File: config.mk
export PLATFORM = sky130hd
export DESIGN_NAME = serial_sub_ctrl
export DESIGN_NICKNAME = d
export VERILOG_FILES = /design/src/rtl/serial_sub_pkg.sv /design/src/rtl/full_subtractor.sv /design/src/rtl/serial_sub_ctrl.sv
export SDC_FILE = /design/constraint.sdc
export NUM_CORES = 1
export LEC_CHECK = 0
export CAP_MARGIN = 20
export CORE_ASPECT_RATIO = 0.9
export CORE_UTILIZATION = 40
export DETAILED_ROUTE_END_ITERATION = 16
export GPL_ROUTABILITY_DRIVEN = 1
export GPL_TIMING_DRIVEN = 0
export PLACE_DENSITY = 0.69
export REMOVE_ABC_BUFFERS = 1
export SETUP_SLACK_MARGIN = 0.3
export SLEW_MARGIN = 20
export SYNTH_ARGS = -nofsm -noshare
export SYNTH_HDL_FRONTEND = slang
export SYNTH_SLANG_ARGS = --single-unit
File: constraint.sdc
create_clock -name clk -period 2 [get_ports clk]
set_input_delay 0.3 -clock clk [delete_from_list [all_inputs] [get_ports clk]]
set_output_delay 0.3 -clock clk [all_outputs]
set_load 0.03 [all_outputs]
File: src/rtl/serial_sub_pkg.sv
// Shared types and defaults for the bit-serial subtractor controller.
package serial_sub_pkg;

    localparam int WIDTH_DEFAULT = 8;

    typedef enum logic [1:0] {
        IDLE  = 2'd0,
        SHIFT = 2'd1,
        DONE  = 2'd2
    } state_e;

endpackage

File: src/rtl/full_subtractor.sv
// Single-bit full subtractor: diff = a - b - borrow_in, with borrow out.
module full_subtractor (
    input  logic a,
    input  logic b,
    input  logic borrow_in,
    output logic diff,
    output logic borrow_out
);

    assign diff       = a ^ b ^ borrow_in;
    assign borrow_out = (~a & b) | (~(a ^ b) & borrow_in);

endmodule

File: src/rtl/serial_sub_ctrl.sv
// Bit-serial unsigned subtractor: one bit per cycle through a single full
// subtractor, result and final borrow published on a one-cycle done pulse.
module serial_sub_ctrl
    import serial_sub_pkg::*;
#(
    parameter int WIDTH = WIDTH_DEFAULT
) (
    input  logic             clk,
    input  logic             rst,
    input  logic             start,
    input  logic [WIDTH-1:0] a,
    input  logic [WIDTH-1:0] b,
    input  logic             borrow_in,
    output logic             busy,
    output logic             done,
    output logic [WIDTH-1:0] diff,
    output logic             borrow_out
);

    localparam int CNT_W = (WIDTH > 1) ? $clog2(WIDTH) : 1;
    localparam logic [CNT_W-1:0] CNT_LAST = CNT_W'(WIDTH - 1);

    state_e           state_q, state_d;
    logic [WIDTH-1:0] a_sh_q, a_sh_d;
    logic [WIDTH-1:0] b_sh_q, b_sh_d;
    logic [WIDTH-1:0] res_q, res_d;
    logic [WIDTH-1:0] diff_q, diff_d;
    logic [CNT_W-1:0] cnt_q, cnt_d;
    logic             bor_q, bor_d;
    logic             bout_q, bout_d;

    logic cell_diff;
    logic cell_borrow;

    full_subtractor u_cell (
        .a          (a_sh_q[0]),
        .b          (b_sh_q[0]),
        .borrow_in  (bor_q),
        .diff       (cell_diff),
        .borrow_out (cell_borrow)
    );

    always_comb begin
        state_d = state_q;
        a_sh_d  = a_sh_q;
        b_sh_d  = b_sh_q;
        res_d   = res_q;
        diff_d  = diff_q;
        cnt_d   = cnt_q;
        bor_d   = bor_q;
        bout_d  = bout_q;
        case (state_q)
            IDLE: begin
                if (start) begin
                    state_d = SHIFT;
                    a_sh_d  = a;
                    b_sh_d  = b;
                    bor_d   = borrow_in;
                    res_d   = '0;
                    cnt_d   = '0;
                end
            end
            SHIFT: begin
                a_sh_d = a_sh_q >> 1;
                b_sh_d = b_sh_q >> 1;
                // Result fills from the MSB so bit 0 lands in place after WIDTH shifts.
                res_d  = {cell_diff, res_q[WIDTH-1:1]};
                bor_d  = cell_borrow;
                if (cnt_q == CNT_LAST) begin
                    state_d = DONE;
                    cnt_d   = '0;
                    diff_d  = {cell_diff, res_q[WIDTH-1:1]};
                    bout_d  = cell_borrow;
                end else begin
                    cnt_d = cnt_q + 1'b1;
                end
            end
            DONE: begin
                state_d = IDLE;
            end
            default: begin
                state_d = IDLE;
            end
        endcase
    end

    always_ff @(posedge clk) begin
        if (rst) begin
            state_q <= IDLE;
            a_sh_q  <= '0;
            b_sh_q  <= '0;
            res_q   <= '0;
            diff_q  <= '0;
            cnt_q   <= '0;
            bor_q   <= 1'b0;
            bout_q  <= 1'b0;
        end else begin
            state_q <= state_d;
            a_sh_q  <= a_sh_d;
            b_sh_q  <= b_sh_d;
            res_q   <= res_d;
            diff_q  <= diff_d;
            cnt_q   <= cnt_d;
            bor_q   <= bor_d;
            bout_q  <= bout_d;
        end
    end

    assign busy       = (state_q != IDLE);
    assign done       = (state_q == DONE);
    assign diff       = diff_q;
    assign borrow_out = bout_q;

endmodule

Yosys cells after proc, flatten, opt, wreduce, memory -nomap -nowiden:

Index checks and enable logic that the tools add are counted.

* mux-type cells: 14
* add/sub/neg operators: 1
* reduce and logical (&&, ||, !) cells: 6
* equal/unequal tests: 5
* bitwise logic cells: 7

Operators with widths (count)
* $pmux W8 S2: 3
* $mux W8: 3
* $mux W3: 2
* $pmux W3 S2: 1
* $reduce_and A2 Y1: 3
* $mux W2: 2
* $ne A2 B2 Y1 const B: 2
* $pmux W2 S2: 1
* $reduce_bool A2 Y1: 2
* $add A3 B1 Y3 const B: 1
* $eq A3 B3 Y1 const B: 1
* $and A1 B1 Y1: 2
* $eq A2 B1 Y1 const B: 1
* $eq A2 B2 Y1 const B: 1
* $logic_not A2 Y1: 1
* $not A1 Y1: 2
* $pmux W1 S2: 1
* $xor A1 B1 Y1: 2
* $mux W1: 1
* $or A1 B1 Y1: 1

* output and inout port bits: 11
* word-level logic and storage cells: 41
* bits of input ports: 20
* register bits after elaboration: 39

Depth between registers and ports, before layout:

* depth in word-level cells: 5
* depth in mapped cells: 6

Modules after synthesis:

Synthesis repeated with hierarchy kept, for this count alone.

* cells, all modules: 168
* area, all modules: 1609.0 um^2

By module, submodules not included
* serial_sub_ctrl: area each 1577.8 um^2, times used 1, cells each 164, seq. area each 760.7 um^2
* full_subtractor: area each 31.3 um^2, times used 1, cells each 4, seq. area each 0.0 um^2

Least setup slack after synthesis:

Ideal clock, no wire load.

* kind: register to output
* start point: register state_q[1]
* end point: output done
* data required time: 1.700 ns
* data arrival time: 1.054 ns
* slack: 0.646 ns
* stages on the path, launching flop included: 4
* cell sequence: dfxtp_1 clkbuf_8 buf_6 nor2b_1

* word-level cells in the longest chain between the ends: 1

Ends and longest elaborated chain
* from (decl): line serial_sub_ctrl.sv:23 `state_e state_q, state_d;`
* from (signal assigned): line serial_sub_ctrl.sv:98 `state_q <= state_d;`
* $eq A2 B2 Y1: line serial_sub_ctrl.sv:110 `assign done = (state_q == DONE);`
* to (decl): line serial_sub_ctrl.sv:15 `output logic done,`

No other way between the ends.

Final worst setup path:

* start point: register state_q[1]
* end point: output busy

* word-level cells in the longest chain between the ends: 1

Ends and longest elaborated chain
* $reduce_bool A2 Y1: line serial_sub_ctrl.sv:109 `assign busy = (state_q != IDLE);`
* to (decl): line serial_sub_ctrl.sv:14 `output logic busy,`

No other way between the ends.

==> results.sh <==
export IMPL_start_kind="flop"
export IMPL_arrival_ps=1330
export IMPL_rows=22
export IMPL_clock_latency_ps=290
export IMPL_critPathMaxFanout=21
export IMPL_ys_seq_elements=38
export IMPL_hold_viol=0
export IMPL_cts_tree="done"
export IMPL_diodes=0
export IMPL_synth_xor_area_share=0
export IMPL_ctsHtreeMaxLevel=2
export IMPL_grt_usage=0.160
export IMPL_numCtsBuffers=5
export IMPL_ys_seq_area_frac=0.444
export IMPL_drtAntennaViolNets=0
export IMPL_grt_start_max_net_pins=39
export IMPL_layout_common_cells="dfxtp_1 (36), nor2_1 (29), clkdlybuf4s50_1 (26)"
export IMPL_peakVddDrop_v=0.000309
export IMPL_layout_nets=241
export IMPL_die_area_mm2=0.00455
export IMPL_synth_async_reset_ratio=0
export IMPL_synthSimpleGateAreaFrac=0.291
export IMPL_tightest_slew_ps=708
export IMPL_initial_core_util=0.418
export IMPL_n_fill_cell=399
export IMPL_crit_type="reg -> out"
export IMPL_grt_pass1_vias=1332
export IMPL_clock_skew_final_ps=3.39
export IMPL_min_to="diff[4]"
export IMPL_io_pins=31
export IMPL_cp_data_required_time_ps=1700
export IMPL_max_freq_ghz=0.615
export IMPL_slew_viol_final=0
export IMPL_cts_path_max_buffers=2
export IMPL_yosysTopAreaCell="dfxtp_1"
export IMPL_core_mm2=0.00410
export IMPL_synth_top_area_share=0.444
export IMPL_muxShareOfSynthArea=0.00584
export IMPL_wirelength_um=3250
export IMPL_slowest_delay_ps=480
export IMPL_netlist_area_mm2=0.00171
export IMPL_detail_route_wl_per_cell_um=12.2
export IMPL_path_cells="nor2_1 > inv_1 > dlygate4sd2_1"
export IMPL_clk_pin_slew_ps=70
export IMPL_critPathCaptureType="output port"
export IMPL_syn_inst=193
export IMPL_synth_compound_area_share=0.152
export IMPL_final_common_cell="dfxtp_1"
export IMPL_die_w_um=71.0
export IMPL_reg2reg_depth=6
export IMPL_cts_sinks=38
export IMPL_maxSlewHeadroom=0.528
export IMPL_vias=1405
export IMPL_reg2reg_from="cnt_q[0]"
export IMPL_setup_violations=0
export IMPL_yosys_area_share_adder=0.0263
export IMPL_dp_hpwl_um=1970
export IMPL_ctsHoldBuffers=0
export IMPL_viasPerCell=5.26
export IMPL_min_from="diff[4]"
export IMPL_status="completed"
export IMPL_ys_flop_type="dfxtp_1"
export IMPL_cpMaxStageDelayCell="dfxtp_4"
export IMPL_grt_antenna_before_repair=0
export IMPL_synth_area_leaders="dfxtp_1 (44%), a21oi_1 (6.7%), nor2_1 (6.4%)"
export IMPL_p_leak_nw=0.776
export IMPL_synth_top_family_by_area="simple AND/OR/NAND/NOR gates"
export IMPL_drt_iter0_drc=132
export IMPL_hold_class="reg -> reg"
export IMPL_drive_above_1_share=0.100
export IMPL_whs_path_depth=2
export IMPL_fin_ws_ps=374
export IMPL_min_period_ps=1630
export IMPL_worstReg2RegEnd="diff[7]"
export IMPL_dr_pass1_iters=6
export IMPL_finish_instance_area_mm2=0.00208
export IMPL_dpl_cell_area_mm2=0.00195
export IMPL_cts_root_buf="clkbuf_8"
export IMPL_die_h_um=64.1
export IMPL_synth_warnings=0
export IMPL_grt_overflow=0
export IMPL_route_detailed_drc=0
export IMPL_rsz0062_at_grt="false"
export IMPL_cap_violations=0
export IMPL_powerDensity_mw_per_mm2=740
export IMPL_synth_edf_count=0
export IMPL_period_share=0.813
export IMPL_place_ws_ps=-232
export IMPL_portBuffers=30
export IMPL_synth_avg_cell_area_um2=8.88
export IMPL_grt_pass1_wl_um=5750
export IMPL_synth_cell_types=32
export IMPL_syn_to_final_growth_pct=21.6
export IMPL_r2r_setup_slack_ps=460
export IMPL_gp_congestion=0.701
## layer usage
metal | track usage | share of wire
met5 | 0 | 0
met2 | 0.262 | 0.48
met4 | 0.0525 | 0.0058
met1 | 0.202 | 0.48
met3 | 0.0473 | 0.034
## cells in the mapped netlist (all sizes together) (2+ instances only)
master,number
a21oi,23
a22oi,10
a32oi,2
buf,9
clkbuf,7
dfxtp,38
ha,2
inv,4
nand2,8
nand2b,8
nand3,8
nor2,29
nor3,15
or2b,6
or3b,14
## per-stage QoR
| step | TNS, ps | cells | total power [W] | util | hold WS, ps |
|---|---|---|---|---|---|
| 2_1_floorplan | 0 | 177 | 0.000942 | - | 369 |
| 3_3_place_gp | -2110 | 255 | 0.00102 | 0.476 | 444 |
| 3_5_place_dp | -1120 | 255 | 0.00102 | 0.474 | 447 |
| 4_1_cts | 0 | 267 | 0.00156 | 0.508 | 457 |
| 5_1_grt | 0 | 267 | 0.00161 | 0.508 | 481 |
| 6_report | 0 | 267 | 0.00154 | 0.508 | 455 |
## worst max-delay path: cells and delay by family, from the launching register on
kind,cells,cell delay (ps)
flops,1,480
buf+inv,2,450
simple gates,1,110
## worst max path at each step
stage | from | end | slack [ps] | depth (start not counted)
3_5_place_dp | start | bor_q | -230 | 4
5_1_grt | cnt_q[0] | diff[2] | 310 | 6
3_3_place_gp | state_q[0] | busy | -240 | 3
2_1_floorplan | state_q[0] | borrow_out | 280 | 3
6_report | state_q[1] | busy | 370 | 3
4_1_cts | state_q[1] | busy | 360 | 3
## layout make-up
| type | count | area (µm²) | area share |
|---|---|---|---|
| clock buffers | 7 | 86.3 | 0.0414 |
| clock inverters | 1 | 5.00 | 0.00240 |
| inverters | 4 | 15.0 | 0.00721 |
| multi-input cells | 135 | 822 | 0.395 |
| flip-flops and latches | 38 | 768 | 0.369 |
| well taps | 48 | 60.1 | 0.0288 |
| repair buffers | 34 | 327 | 0.157 |
## logic make-up (layout without fill, tap and decap cells)
| kind of cell | Yosys count | after routing |
|---|---|---|
| muxes | 1 | 1 |
| DFF | 38 | 38 |
| buffers and inverters | 20 | 46 |
| and+or+nand+nor | 91 | 91 |
| adders and majority gates | 3 | 3 |
| AOI/OAI and AO/OA | 40 | 40 |
## registers in the layout, indices dropped and copies added (netlist names)
| name | flops |
|---|---|
| cnt_q | 3 |
| state_q | 2 |
| res_q | 7 |
| bor_q | 1 |
| borrow_out | 1 |
| diff | 8 |
| a_sh_q | 8 |
| b_sh_q | 8 |
## what timing repair did
action,4_1_cts,5_1_grt
pin swaps,2,0
setup endpoints to repair,39,1
setup buffers,4,0
resized for setup,8,1
## where the power goes
| part | leakage (nW) | switching (W) | internal (W) |
|---|---|---|---|
| Clock | 0.0482 | 0.000255 | 0.000278 |
| Combinational | 0.415 | 0.0000938 | 0.000102 |
| Sequential | 0.312 | 0.0000232 | 0.000790 |
| Total | 0.776 | 0.000372 | 0.00117 |
(Power assumes the default switching activity.)
==> RTL change, RTL diff (same settings) <==
Put a register stage on the outputs `busy` and `done`, with the module's reset. The values now appear one clock later. The other outputs are not delayed to match. Comments in the files are not updated.
--- a/src/rtl/serial_sub_ctrl.sv
+++ b/src/rtl/serial_sub_ctrl.sv
@@ -108,4 +108,11 @@
 
-    assign busy       = (state_q != IDLE);
-    assign done       = (state_q == DONE);
+    always_ff @(posedge clk) begin
+        if (rst) begin
+            busy <= '0;
+            done <= '0;
+        end else begin
+            busy <= (state_q != IDLE);
+            done <= (state_q == DONE);
+        end
+    end
     assign diff       = diff_q;
Check against the original RTL: not equivalent (Yosys sat finds a counterexample within 4 cycles, from zero or initial values and one cycle with rst high).
==> RTL change against the unedited design <==
Sequential cell count increased by 2; power increased by 11%; sequential power increased by 5.7%; clock skew increased by 0.0046 ns; wire length decreased by 4.2%; setup slack got worse by 0.0023 ns; design area increased by 2.3%; area after synthesis increased by 2.2%; die area increased by 2.1%; count of clock-buffer cells in the layout decreased by 2; largest cell class unchanged; highest routed layer unchanged.
==> RTL change: results (changes against the unedited design) <==
status complete, no violations (unchanged); Post-Route WL 3113 um (was 3251 um); post-synthesis sequential area ratio 45.75% (was 44.41%); TritonCTS clock tree built (unchanged); Pwr per Cell Area 805.2 nW/um^2 (was 740.4 nW/um^2); WHS Path Cells 2 (unchanged); xor/xnor share of the synthesized area 0% (unchanged); main area contributors after synthesis dfxtp_1, a21oi_1, nor2_1 (unchanged); largest net degree at the start of global routing 41 (was 39); Post-DP HPWL 1940 um (was 1974 um); clock power share 39.1% (was 34.6%); Layout area overhead 21.73% (was 21.62%); Critical R2R Capture diff[4]$_SDFFE_PP0P_ (was diff[7]$_SDFFE_PP0P_); Leakage 0.7801 nW (was 0.7759 nW); reg-to-reg startpoint cnt_q[0]$_SDFFE_PP0P_ (unchanged); crit path launch borrow_out$_SDFFE_PP0P_ (was state_q[1]$_SDFFE_PP0P_); Hold Startpoint diff[7]$_SDFFE_PP0P_ (was diff[4]$_SDFFE_PP0P_); Synth Area in Adders 2.573% (was 2.630%); post-placement setup slack -0.2174 ns (was -0.2319 ns); H-Tree Depth 2 (unchanged); initial antenna violation count 0 (unchanged); CP max stage cell clkdlybuf4s50_1 (was dfxtp_4); post-synthesis compound-gate area fraction 14.87% (was 15.19%); clk slew on worst S/H paths 0.08 ns; crit path DAT 1.33 ns (about the same); crit path max fanout 2 (was 21); worst setup path endpoint borrow_out (was busy); CP peak stage delay 0.67 ns (was 0.48 ns); latest clock arrival within the worst-skew pair 0.30 ns; Mapped Cells 195 (was 193); Synth top cells by count dfxtp_1, nor2_1, a21oi_1 (unchanged); vias in the first global route 1,242 (was 1,332); Setup violations, final 0 (unchanged); CP top delay family buffers and inverters (was flip-flops); global-route wire length before repair 5395 um (was 5747 um); comb pwr 0.000184 W (was 0.000196 W); GRT Util Overall 14.91% (was 16.00%); Pint 0.001306 W (was 0.001170 W); Worst IR Drop VDD 0.4906 mV (was 0.3091 mV); vias per cell 5.154 (was 5.262); Pre-antenna DRT Iters 4 (was 6); fmax 0.6142 GHz (was 0.6150 GHz); clock skew 0.007987 ns (was 0.003394 ns); Clock Path Buffers 2 (unchanged); via count 1,376 (was 1,405); WHS 0.4542 ns (was 0.4551 ns); mux share of post-synthesis cell area 0.5718% (was 0.5844%); dpl cells 257 (was 255); post-CTS setup buffer count 2 (was 4); routability cong. 0.6888 (was 0.7005); DP Area 1987 sq um (was 1946 sq um); hold endpoint diff[7]$_SDFFE_PP0P_ (was diff[4]$_SDFFE_PP0P_); relative slew slack 51.37% (was 52.80%); filler instances 409 (was 399); initial DRC count 36 (was 132); PortBufs 30 (unchanged); DRC 0 (unchanged); post_cts resized 5 (was 8)
-- RTL change: changes by cell type after synthesis --
| cell | change |
|---|---|
| buf_2 | -1 |
| buf_6 | +1 |
| clkbuf_1 | +1 |
| clkbuf_8 | -1 |
| dfxtp_1 | +2 |
| inv_1 | -1 |
| nor2_1 | +1 |
| nor2b_1 | -1 |
| nor3b_1 | +1 |
-- RTL change: area by class of cell --
class / instances / share of cell area, %
multi-input combinational: 136 / 38.87
sequential: 40 / 37.82
timing repair buffer: 32 / 14.50
clock buffer: 5 / 3.230
tap: 48 / 2.819
clock inverter: 3 / 2.231
inverter: 3 / 0.5285
-- RTL change: layer usage --
metal	vias up	share of wire, %	global-route usage (%)
li1	719	-	-
met4	0	3.0	8.824
met3	8	2.8	3.266
met2	23	44	23.47
met5	-	0	0
met1	626	51	18.67
-- RTL change: tightest hold or removal path, cell delays in order (launching register included) --
cell	delay (ns)
dfxtp_1	0.31
nand2_1	0.05
a21oi_1	0.05
